$ cat config.mk
export PLATFORM = sky130hd
export DESIGN_NAME = vector_scaler
export DESIGN_NICKNAME = d
export VERILOG_FILES = /design/src/rtl/vector_scaler_pkg.sv /design/src/rtl/vector_scaler_fp32_mul.sv /design/src/rtl/vector_scaler.sv
export SDC_FILE = /design/constraint.sdc
export NUM_CORES = 2
export LEC_CHECK = 0
export CORE_MARGIN = 3
export CORE_UTILIZATION = 60
export CTS_CLUSTER_DIAMETER = 50
export CTS_CLUSTER_SIZE = 10
export DETAILED_ROUTE_END_ITERATION = 8
export PLACE_DENSITY = 0.9
export SETUP_SLACK_MARGIN = 0.3
export SYNTH_ARGS = -nofsm -noshare
export SYNTH_HDL_FRONTEND = slang
export SYNTH_SLANG_ARGS = --single-unit
$ cat constraint.sdc
create_clock -name clk -period 31.4 [get_ports clk]
set_input_delay 6.28 -clock clk [delete_from_list [all_inputs] [get_ports clk]]
set_output_delay 6.28 -clock clk [all_outputs]
set_load 0.01 [all_outputs]
$ cat src/rtl/vector_scaler_pkg.sv
// Shared definitions for the vector scaler: FP32 field layout, canonical
// special encodings and the controller state encoding.
package vector_scaler_pkg;

    localparam int FP_W     = 32;
    localparam int FP_BIAS  = 127;
    localparam int FP_EXP_W = 8;
    localparam int FP_MAN_W = 23;

    localparam logic [FP_W-1:0] FP_POS_INF = 32'h7F80_0000;
    localparam logic [FP_W-1:0] FP_QNAN    = 32'h7FC0_0000;

    typedef enum logic [1:0] {
        ST_IDLE = 2'd0,
        ST_RUN  = 2'd1,
        ST_DONE = 2'd2
    } state_t;

endpackage

$ cat src/rtl/vector_scaler_fp32_mul.sv
// Combinational FP32 multiplier for one vector element. Subnormal inputs are
// flushed to signed zero, the mantissa product is truncated toward zero, and
// any Inf/NaN operand yields the canonical quiet NaN.
module fp32_mul
    import vector_scaler_pkg::*;
(
    input  logic [FP_W-1:0] a,
    input  logic [FP_W-1:0] b,
    output logic [FP_W-1:0] p,
    output logic            ovf,
    output logic            unf,
    output logic            exc
);

    localparam logic signed [9:0] BIAS_S = 10'(FP_BIAS);

    logic                    sign;
    logic [FP_EXP_W-1:0]     ea;
    logic [FP_EXP_W-1:0]     eb;
    logic [FP_MAN_W:0]       ma;
    logic [FP_MAN_W:0]       mb;
    logic [2*FP_MAN_W+1:0]   prod;
    logic                    norm;
    logic [FP_MAN_W-1:0]     mant;
    logic signed [9:0]       exp_r;
    logic                    unused_bits;

    // Product lanes: fields, 24x24 mantissa multiply, one-step normalise, specials
    always_comb begin
        sign  = a[31] ^ b[31];
        ea    = a[30:23];
        eb    = b[30:23];
        ma    = {1'b1, a[22:0]};
        mb    = {1'b1, b[22:0]};
        prod  = ma * mb;
        norm  = prod[47];
        mant  = norm ? prod[46:24] : prod[45:23];
        exp_r = $signed({2'b00, ea}) + $signed({2'b00, eb}) - BIAS_S
                + $signed({9'd0, norm});
        p     = {sign, exp_r[7:0], mant};
        ovf   = 1'b0;
        unf   = 1'b0;
        exc   = 1'b0;
        if (ea == 8'hFF || eb == 8'hFF) begin
            p   = FP_QNAN;
            exc = 1'b1;
        end else if (ea == 8'h00 || eb == 8'h00) begin
            p = {sign, 31'd0};
        end else if (exp_r >= 10'sd255) begin
            p   = FP_POS_INF | {sign, 31'd0};
            ovf = 1'b1;
        end else if (exp_r <= 10'sd0) begin
            p   = {sign, 31'd0};
            unf = 1'b1;
        end
    end

    // Bits below the truncation point never reach the result
    assign unused_bits = ^prod[22:0];

endmodule

$ cat src/rtl/vector_scaler.sv
// Sequential FP32 scalar-times-vector unit: one multiplier, one element per
// cycle, start/done handshake. Element i lives at bits [32*i +: 32].
// Optional sticky overflow/underflow/exception ports are built only when
// VECTOR_SCALER_FLAGS_EN is defined; arithmetic is identical either way.
module vector_scaler
    import vector_scaler_pkg::*;
#(
    parameter int VLEN = 5
) (
    input  logic                 clk,
    input  logic                 rst,
    input  logic                 start,
    input  logic [31:0]          scalar,
    input  logic [32*VLEN-1:0]   A,
    output logic [32*VLEN-1:0]   result,
    output logic                 busy,
    output logic                 done
`ifdef VECTOR_SCALER_FLAGS_EN
    ,
    output logic                 overflow,
    output logic                 underflow,
    output logic                 exception
`endif
);

    localparam int IDX_W = (VLEN > 1) ? $clog2(VLEN) : 1;
    localparam logic [IDX_W-1:0] LAST_IDX = IDX_W'(VLEN - 1);

    state_t              state;
    logic [IDX_W-1:0]    idx;
    logic [31:0]         scalar_q;
    logic [32*VLEN-1:0]  a_q;
    logic [31:0]         elem;
    logic [31:0]         prod;
    logic                mul_ovf;
    logic                mul_unf;
    logic                mul_exc;

    assign elem = a_q[32*idx +: 32];

    fp32_mul u_mul (
        .a   (elem),
        .b   (scalar_q),
        .p   (prod),
        .ovf (mul_ovf),
        .unf (mul_unf),
        .exc (mul_exc)
    );

    // Controller: operand latch on accept, one element per RUN cycle, done pulse
    always_ff @(posedge clk) begin
        if (rst) begin
            state  <= ST_IDLE;
            idx    <= '0;
            result <= '0;
            busy   <= 1'b0;
            done   <= 1'b0;
        end else begin
            case (state)
                ST_IDLE: begin
                    done <= 1'b0;
                    if (start) begin
                        scalar_q <= scalar;
                        a_q      <= A;
                        idx      <= '0;
                        busy     <= 1'b1;
                        state    <= ST_RUN;
                    end
                end
                ST_RUN: begin
                    result[32*idx +: 32] <= prod;
                    if (idx == LAST_IDX) begin
                        busy  <= 1'b0;
                        done  <= 1'b1;
                        state <= ST_DONE;
                    end else begin
                        idx <= idx + 1'b1;
                    end
                end
                ST_DONE: begin
                    done  <= 1'b0;
                    state <= ST_IDLE;
                end
                default: begin
                    busy  <= 1'b0;
                    done  <= 1'b0;
                    state <= ST_IDLE;
                end
            endcase
        end
    end

`ifdef VECTOR_SCALER_FLAGS_EN
    // Sticky per-job condition flags, cleared on accept and on reset
    always_ff @(posedge clk) begin
        if (rst) begin
            overflow  <= 1'b0;
            underflow <= 1'b0;
            exception <= 1'b0;
        end else if (state == ST_IDLE && start) begin
            overflow  <= 1'b0;
            underflow <= 1'b0;
            exception <= 1'b0;
        end else if (state == ST_RUN) begin
            overflow  <= overflow  | mul_ovf;
            underflow <= underflow | mul_unf;
            exception <= exception | mul_exc;
        end
    end
`else
    logic unused_flags;
    assign unused_flags = mul_ovf ^ mul_unf ^ mul_exc;
`endif

endmodule

==> flow_summary.ini <==
[cells_and_area]
fillers = 3428
nNetsFinal = 4296
syn_to_final_growth_pct = 17.2
final_util_pct = 71.6
drive_gt1_share_pct = 5.17

[place]
place_hpwl_microns = 74300
place_ws_ns = 18.57
globalplace.congestion = 1.00
io_buffers = 356

[timing]
max_freq_mhz = 74.4
final.setup.tns_ns = 0
rsz0062_at_grt = no
min_period_ns = 13.45
finClkSkew_ns = 0.0696
setup_viol = 0
worstMarginPinSlew_ns = 1.28
fin_hold_ws_ns = 0.455
hold_viol_final = 0
slew_viol_final = 0
slew_headroom_pct = 14.7
fin_crit_sh_pct = 42.8
final.setup.worst_slack_ns = 17.95

[synthesis]
syn-num-nets = 4004
netlist_area_sq_um = 32400
yosysWarnings = 0
synth_area_leaders = fa_1, edfxtp_1, dfxtp_1
synth_ff_type = edfxtp_1
synth_most_common_cell = inv_1
synthTopCellsByCount = inv_1, fa_1, nand2_1
ys_ff_latch = 359
async_reset_ff_share_pct = 0
synth.avg_cell_area_sq_um = 10.3
synth_top_area_share_pct = 29.8
syn_inst = 3141
post_synth_num_cell_types = 86
ys_seq_area_share_pct = 28.1
synth_edf_count = 192
synth_top_cell_by_area = fa_1

[grt]
grt_max_degree = 88
grt_antenna_before_repair = 14
grt_pass1_wl_microns = 160000
grt.total_usage_pct = 36.8
grt_overflow = 0
grt_pass1_vias = 27900

[cts]
cts.sinks = 359
cts-htree-levels = 2
ctsResizeCount = 0
path_clk_slew_ns = 0.06
cts_tree = built
clk_latency_ns = 0.62
post-cts-setup-buffer-count = 0
hold_buffers = 0
clk_path_buf_depth = 3
cts_buffers = 46
cts_root_buf = clkbuf_16

[drt]
ant_nets = 0
viasPerCell = 6.21
first_iter_violations = 2900
vias = 25800
drc_errors = 0
drtPass1Iterations = 6
wl_per_cell_microns = 24.6
routed_wl_microns = 102000

[critical_path]
critPathArrivalTime_ns = 13.94
crit_path_end_kind = flip-flop
worstSetupEndpoint = result[52]
startpoint_type = flip-flop
worst_path_most_repeated_cell = inv_1
slowest_delay_ns = 1.07
worst-r2r-setup-slack_ns = 17.95
worstRegToRegCells = 39
critPathSlowestCell = nor3b_2
reg2reg_from = idx[2]
cp_max_fo = 24
critPathKind = reg2reg
r2r-end = result[52]
crit_required_ns = 31.89
startpoint = idx[2]

[min_path]
hold_path.class = reg2reg

[run_status]
status = finished, final reports clean

[floorplan]
die_h_microns = 238
initial_core_util_pct = 61.1
row_count = 84
die_area_sq_um = 56800
core_area_sq_um = 53000
pin_count = 357
die_w_microns = 238

[flow_run]
max_cap_viol_count = 0
[flip-flops by register name (all words and copies together) (netlist names)]
register	cells
state	2
busy	1
scalar_q	32
done	1
a_q	160
result	160
idx	3
[stage by stage]
stage,std cells,cell area (sq um)
after floorplan,3141,32400
after global placement,4073,36500
after detailed placement,4073,36500
after CTS,4150,37900
after global routing,4156,37900
final,4159,37900
[worst min-delay path by stage]
stage          cells past startpoint        start           to  slack (ns)
4_1_cts                            2   result[20]   result[20]        0.46
3_5_place_dp                       2   result[19]   result[19]        0.44
3_3_place_gp                       2   result[20]   result[20]        0.43
2_1_floorplan                      2  result[128]  result[128]        0.48
5_1_grt                            1   result[58]   result[58]        0.49
6_report                           2   result[20]   result[20]        0.46
[cells in the final DEF, fill, tap and decap left out, types with 26 or more instances in the layout]
cell type and n:
a21o_1 26, a21oi_1 63, a22o_1 113, and2_1 213, buf_4 49, clkbuf_16 46, clkdlybuf4s50_1 355, dfxtp_1 165
edfxtp_1 192, fa_1 482, ha_1 186, inv_1 588, nand2_1 375, nand3_1 35, nand4_1 33, nor2_1 103
o21ai_0 57
[per-layer routing]
metal	wire length [microns]	GRT usage, %	share of wire [%]	up-vias
met4	6730	20.2	6.6	12
met1	34900	44.7	34	12600
met3	13100	11.5	13	478
li1	-	-	-	10700
met2	47500	59.1	46	1998
met5	91	0	0.089	-
[area by class of cell]
class,count,area [sq um],area share [%]
multi-input cells,2030,20400,53.8
clock inverters,11,134,0.353
flip-flops and latches,359,9110,24.0
inverters,591,2220,5.85
well taps,688,861,2.27
diodes,9,22.5,0.0594
repair buffers,405,3930,10.4
clock buffers,66,1250,3.29
[critical path, delay by kind of cell (launching register included)]
family                   cells  cell delay (ns)
AO/OA/AOI/OAI                6             2.47
XOR/XNOR                     2             0.70
adder cells (fa/ha/maj)      9             4.17
buffers and inverters       10             1.12
flip-flops                   1             0.63
multiplexers                 1             0.41
AND/OR/NAND/NOR             11             3.81
[cell families (layout without fill, tap and decap cells)]
family                     count (synthesis)  after routing  share of synthesized area, %
and+or+nand+nor                          860            860                          13.0
buffers and inverters                    752           1073                          8.90
adders and majority gates                668            668                          37.0
AOI/OAI and AO/OA                        403            403                          9.05
DFF                                      359            359                          28.1
muxes                                     63             63                          2.95
xor gates and xnor gates                  36             36                         0.974
other                                      0              9                             0
Power is not shown: default switching activity piles up to over one toggle a cycle in this logic, so the estimate is an artifact.
